[config.mk]
export PLATFORM = sky130hd
export DESIGN_NAME = sevenseg_scan
export DESIGN_NICKNAME = d
export VERILOG_FILES = /design/src/rtl/sevenseg_pkg.sv /design/src/rtl/seg7_decode.sv /design/src/rtl/sevenseg_scan.sv
export SDC_FILE = /design/constraint.sdc
export NUM_CORES = 1
export LEC_CHECK = 0
export CAP_MARGIN = 5
export CELL_PAD_IN_SITES_DETAIL_PLACEMENT = 2
export CELL_PAD_IN_SITES_GLOBAL_PLACEMENT = 2
export CORE_MARGIN = 2
export CORE_UTILIZATION = 34
export DETAILED_ROUTE_END_ITERATION = 7
export GPL_ROUTABILITY_DRIVEN = 0
export MAX_ROUTING_LAYER = met4
export PLACE_DENSITY = 0.87
export RECOVER_POWER = 25
export SKIP_CTS_REPAIR_TIMING = 1
export SYNTH_ARGS = -nofsm -noshare
export SYNTH_HDL_FRONTEND = slang
export SYNTH_SLANG_ARGS = --single-unit
[constraint.sdc]
create_clock -name clk -period 2.6 [get_ports clk]
set_input_delay 0.52 -clock clk [delete_from_list [all_inputs] [get_ports clk]]
set_output_delay 0.52 -clock clk [all_outputs]
set_load 0.005 [all_outputs]
[src/rtl/sevenseg_pkg.sv]
// sevenseg_pkg: shared segment layout and hex glyph patterns for the seven-segment driver.
package sevenseg_pkg;
    localparam logic [7:0] SEG_OFF = 8'hFF;
    localparam int SEG_DP = 0;
    localparam int SEG_A  = 1;
    localparam int SEG_G  = 7;
    // Active-low {g,f,e,d,c,b,a}
    localparam logic [6:0] GLYPH_0 = 7'h40;
    localparam logic [6:0] GLYPH_1 = 7'h79;
    localparam logic [6:0] GLYPH_2 = 7'h24;
    localparam logic [6:0] GLYPH_3 = 7'h30;
    localparam logic [6:0] GLYPH_4 = 7'h19;
    localparam logic [6:0] GLYPH_5 = 7'h12;
    localparam logic [6:0] GLYPH_6 = 7'h02;
    localparam logic [6:0] GLYPH_7 = 7'h78;
    localparam logic [6:0] GLYPH_8 = 7'h00;
    localparam logic [6:0] GLYPH_9 = 7'h10;
    localparam logic [6:0] GLYPH_A = 7'h08;
    localparam logic [6:0] GLYPH_B = 7'h03;
    localparam logic [6:0] GLYPH_C = 7'h46;
    localparam logic [6:0] GLYPH_D = 7'h21;
    localparam logic [6:0] GLYPH_E = 7'h06;
    localparam logic [6:0] GLYPH_F = 7'h0E;
endpackage

[src/rtl/seg7_decode.sv]
// seg7_decode: nibble plus decimal point to active-low 8-bit segment pattern.
module seg7_decode
    import sevenseg_pkg::*;
(
    input  logic [3:0] nib,
    input  logic       dp,
    output logic [7:0] seg
);
    logic [6:0] glyph;

    always_comb begin
        case (nib)
            4'h0: glyph = GLYPH_0;
            4'h1: glyph = GLYPH_1;
            4'h2: glyph = GLYPH_2;
            4'h3: glyph = GLYPH_3;
            4'h4: glyph = GLYPH_4;
            4'h5: glyph = GLYPH_5;
            4'h6: glyph = GLYPH_6;
            4'h7: glyph = GLYPH_7;
            4'h8: glyph = GLYPH_8;
            4'h9: glyph = GLYPH_9;
            4'hA: glyph = GLYPH_A;
            4'hB: glyph = GLYPH_B;
            4'hC: glyph = GLYPH_C;
            4'hD: glyph = GLYPH_D;
            4'hE: glyph = GLYPH_E;
            default: glyph = GLYPH_F;
        endcase
    end

    always_comb begin
        seg = SEG_OFF;
        seg[SEG_G:SEG_A] = glyph;
        seg[SEG_DP] = ~dp;
    end
endmodule

[src/rtl/sevenseg_scan.sv]
// sevenseg_scan: multiplexed N-digit common-anode display driver with PWM brightness,
// guard time, leading-zero blanking and frame-synchronous (tear-free) updates.
module sevenseg_scan
    import sevenseg_pkg::*;
#(
    parameter int DIGITS    = 4,
    parameter int SLOT_LOG2 = 10,
    parameter int BRIGHT_W  = 4,
    parameter int GUARD     = 2
) (
    input  logic                  clk,
    input  logic                  rst,
    input  logic [4*DIGITS-1:0]   value,
    input  logic [DIGITS-1:0]     dp_in,
    input  logic                  load,
    input  logic                  blank_lz,
    input  logic [BRIGHT_W-1:0]   brightness,
    output logic [7:0]            seg,
    output logic [DIGITS-1:0]     an,
    output logic                  frame_tick
);
    localparam int IW = DIGITS > 1 ? $clog2(DIGITS) : 1;

    logic [SLOT_LOG2-1:0] slot_cnt;
    logic [IW-1:0]        idx;
    logic [BRIGHT_W-1:0]  bright_q;
    logic [4*DIGITS-1:0]  pend_val, disp_val;
    logic [DIGITS-1:0]    pend_dp, disp_dp, lz;
    logic                 pend_valid, last_digit, boundary, on, run;
    logic [7:0]           dec_seg;

    assign last_digit = idx == IW'(DIGITS - 1);
    assign boundary   = &slot_cnt && last_digit;
    assign on = slot_cnt >= SLOT_LOG2'(GUARD) && slot_cnt[SLOT_LOG2-1 -: BRIGHT_W] < bright_q;

    // A digit blanks only while every more-significant digit, itself included, is a bare zero.
    always_comb begin
        lz = '0;
        run = blank_lz;
        for (int i = DIGITS - 1; i > 0; i--) begin
            run = run && disp_val[4*i +: 4] == 4'h0 && !disp_dp[i];
            lz[i] = run;
        end
    end

    seg7_decode u_dec (
        .nib (disp_val[4*int'(idx) +: 4]),
        .dp  (disp_dp[idx]),
        .seg (dec_seg)
    );

    always_ff @(posedge clk) begin
        if (rst) begin
            slot_cnt   <= '0;
            idx        <= '0;
            bright_q   <= '0;
            pend_val   <= '0;
            pend_dp    <= '0;
            pend_valid <= 1'b0;
            disp_val   <= '0;
            disp_dp    <= '0;
            seg        <= SEG_OFF;
            an         <= '1;
            frame_tick <= 1'b0;
        end else begin
            slot_cnt   <= slot_cnt + 1'b1;
            frame_tick <= boundary;
            if (&slot_cnt)
                idx <= last_digit ? '0 : idx + 1'b1;
            if (slot_cnt == '0)
                bright_q <= brightness;
            // Display only changes at the frame boundary so a frame never mixes old and new data.
            if (boundary) begin
                if (load) begin
                    disp_val <= value;
                    disp_dp  <= dp_in;
                end else if (pend_valid) begin
                    disp_val <= pend_val;
                    disp_dp  <= pend_dp;
                end
                pend_valid <= 1'b0;
            end else if (load) begin
                pend_val   <= value;
                pend_dp    <= dp_in;
                pend_valid <= 1'b1;
            end
            an  <= on ? ~(DIGITS'(1) << idx) : '1;
            seg <= on && !lz[idx] ? dec_seg : SEG_OFF;
        end
    end
endmodule

==> results_dict.tcl <==
set metrics [dict create \
    status "finished clean" \
    hold_depth 2 \
    p_sw_share_pct 24.2 \
    viasPerCell 5.27 \
    power_frac_comb_pct 10.0 \
    grt_pass1_wl_um 14700 \
    ir_drop_v 0.000280 \
    utilization_pct 42.3 \
    leakage_uw 0.00144 \
    critPathKind "reg -> reg" \
    ys_seq_area_share_pct 44.2 \
    cp.arrival_ps 2420 \
    mostFrequentLayoutCell "dfxtp_1" \
    yosysTopAreaCellShare_pct 44.2 \
    maxSlewHeadroom_pct 20.0 \
    core_um2 9150 \
    p_per_area_nw_per_um2 574 \
    ys_ff_latch 70 \
    layout-drive-gt1-share_pct 9.16 \
    placed_area_um2 3690 \
    max_freq_mhz 460 \
    die_x_um 101 \
    cts_max_level 3 \
    firstDrtPassIters 4 \
    grt_use_total_pct 19.3 \
    clockBufferDepth 2 \
    placementRows 35 \
    cpPeakStageDelay_ps 450 \
    crit_cells 7 \
    p_clk_share_pct 39.1 \
    drt_iter0_markers 56 \
    fin_tns_setup_ps 0 \
    critPathCapture "disp_val[3]" \
    cp-start-kind "flip-flop" \
    root_buffer "clkbuf_8" \
    synth_top_area_cell "dfxtp_1" \
    intPower_uw 1680 \
    drtAntennaViolNets 0 \
    netlist_instances 340 \
    synth_warnings 0 \
    synth_edf_count 0 \
    diodes 0 \
    cts_tree "done" \
    cpLargestDelayFamily "simple AND/OR/NAND/NOR gates" \
    port_buffers 40 \
    worstSkewPairLatency_ps 350 \
    start_util_pct 34.6 \
    dieArea_um2 10100 \
    routed_wl_um 8640 \
    setup_viol 0 \
    r2r_slack_ps 430 \
    power_frac_seq_pct 50.9 \
    areaGrowthSynthToFinish_pct 22.2 \
    vias 2597 \
    p_sw_uw 539 \
    tightestPinTransition_ps 1200 \
    cts_sinks 70 \
    antenna_found_initial 0 \
    worst_r2r_path_depth 7 \
    crit_path_start "slot_cnt[1]" \
    io_pins 41 \
    worstPathCellList "ha_1 > and3_1 > nand4_1 > nor2_2 > buf_12 > nor2_1 > a211oi_1" \
    avgSynthCellArea_um2 9.33 \
    crit_path_max_fanout 38 \
    grt_pass1_vias 2913 \
    min_path_type "reg -> reg" \
    final_cell_area_um2 3870 \
    hold_viol 0 \
    maxSlewViolCount 0 \
    min_from "pend_val[13]" \
    dpl.hpwl_um 5880 \
    worst_ep_required_time_ps 2850 \
    cts_inserted_buffers 9 \
    synthFlopType "dfxtp_1" \
    synth_area_leaders "dfxtp_1 44%, mux2i_1 8.5%, ha_1 6.3%, nand2_1 6.3%, nor2_1 5.1%" \
    crit_path_top_delay_cell "dfxtp_1" \
    fin_nets 422 \
    r2r-end "disp_val[3]" \
    die_h_um 101 \
    worstReg2RegStart "slot_cnt[1]" \
    rsz0062_at_grt "no" \
    grt_overflow 0 \
    async_flop_share_pct 0 \
    grt_max_degree 59 \
    clk_pin_slew_worst_paths_ps 80 \
    fin_crit_sh_pct 83.5 \
    drc 0 \
    endpoint_kind "flip-flop" \
    finClkSkew_ps 9.88 \
    synth_area_um2 3170 \
    ys_types 38 \
    crit_buf_inv 1 \
    wl_per_cell_um 17.5 \
    synth_nets 384 \
    max-cap-violations 0 \
    period_needed_ps 2170 \
    final_cell_mix "70 x dfxtp_1, 53 x nand2_1, 42 x nor2_1" \
]
per-layer routing:
metal | share of wire [%] | global-route usage (%) | up-vias
met1 | 42 | 21.4 | 1281
met5 | 0 | - | -
li1 | - | - | 1253
met3 | 2.7 | 3.12 | 18
met2 | 53 | 34.4 | 45
met4 | 2.5 | 8.01 | 0
kinds of logic (layout without fill, tap and decap cells):
family          after synthesis  after routing  synth area share, %
mux                          34             34                 13.1
xor+xnor                      9              9                 2.49
simple gates                124            124                 17.0
buf+inv                      33             75                 4.26
fa+ha+maj                    16             16                 6.31
flops                        70             70                 44.2
compound gates               54             54                 12.6
state kept, by name (all words and copies together), names as in the netlist, 2 cells and up:
name / count
seg: 8
disp_val: 16
slot_cnt: 10
pend_val: 16
pend_dp: 4
an: 4
disp_dp: 4
bright_q: 4
idx: 2
through the flow:
| step | cells | total power (uW) | setup slack, ps | hold WS (ps) |
|---|---|---|---|---|
| final | 493 | 2220 | 428 | 460 |
| after global routing | 493 | 2330 | 221 | 482 |
| after CTS | 493 | 2250 | 370 | 453 |
| after detailed placement | 478 | 1390 | 291 | 455 |
| after global placement | 478 | 1370 | 312 | 441 |
| after floorplan | 340 | 1270 | 580 | 436 |
power groups by stage:
stage,Sequential (uW),Clock [uW],Combinational (uW)
5_1_grt,1140,950,246
2_1_floorplan,1150,0,121
3_3_place_gp,1150,0,216
6_report,1130,869,221
4_1_cts,1130,891,230
3_5_place_dp,1160,0,228
final cells by class:
class / instances / area, um^2
clock inverters: 4 / 47.5
repair buffers: 48 / 464
multi-input cells: 237 / 1640
flip-flops and latches: 70 / 1400
fillers: 994 / 5280
well taps: 111 / 139
clock buffers: 11 / 141
inverters: 12 / 45.0
worst min path at each step:
| stage | to | slack, ps |
|---|---|---|
| after floorplan | pend_dp[0] | 440 |
| after global placement | pend_val[15] | 440 |
| after detailed placement | pend_val[0] | 460 |
| after CTS | an[3] | 450 |
| after global routing | pend_val[12] | 480 |
| final | pend_val[13] | 460 |
synth_stat cells, types with 2 or more instances:
| library cell | count |
|---|---|
| o211ai_1 | 2 |
| a21oi_1 | 22 |
| or4_1 | 2 |
| and3_1 | 4 |
| nand2b_1 | 3 |
| nor3_1 | 3 |
| a211oi_1 | 20 |
| buf_2 | 3 |
| dfxtp_1 | 70 |
| xor2_1 | 3 |
| clkbuf_1 | 16 |
| mux4_2 | 6 |
| o22a_1 | 2 |
| nor2_1 | 43 |
| inv_1 | 12 |
| nand2_1 | 53 |
| mux2i_1 | 27 |
| and2_1 | 4 |
| ha_1 | 16 |
| nand3_1 | 6 |
| xnor2_1 | 6 |
tightest hold or removal path, stage by stage (launching register included):
cell	delay (ps)
dfxtp_1	310
nand2_1	50
a21oi_1	60
Power figures use the tool's default switching activity.
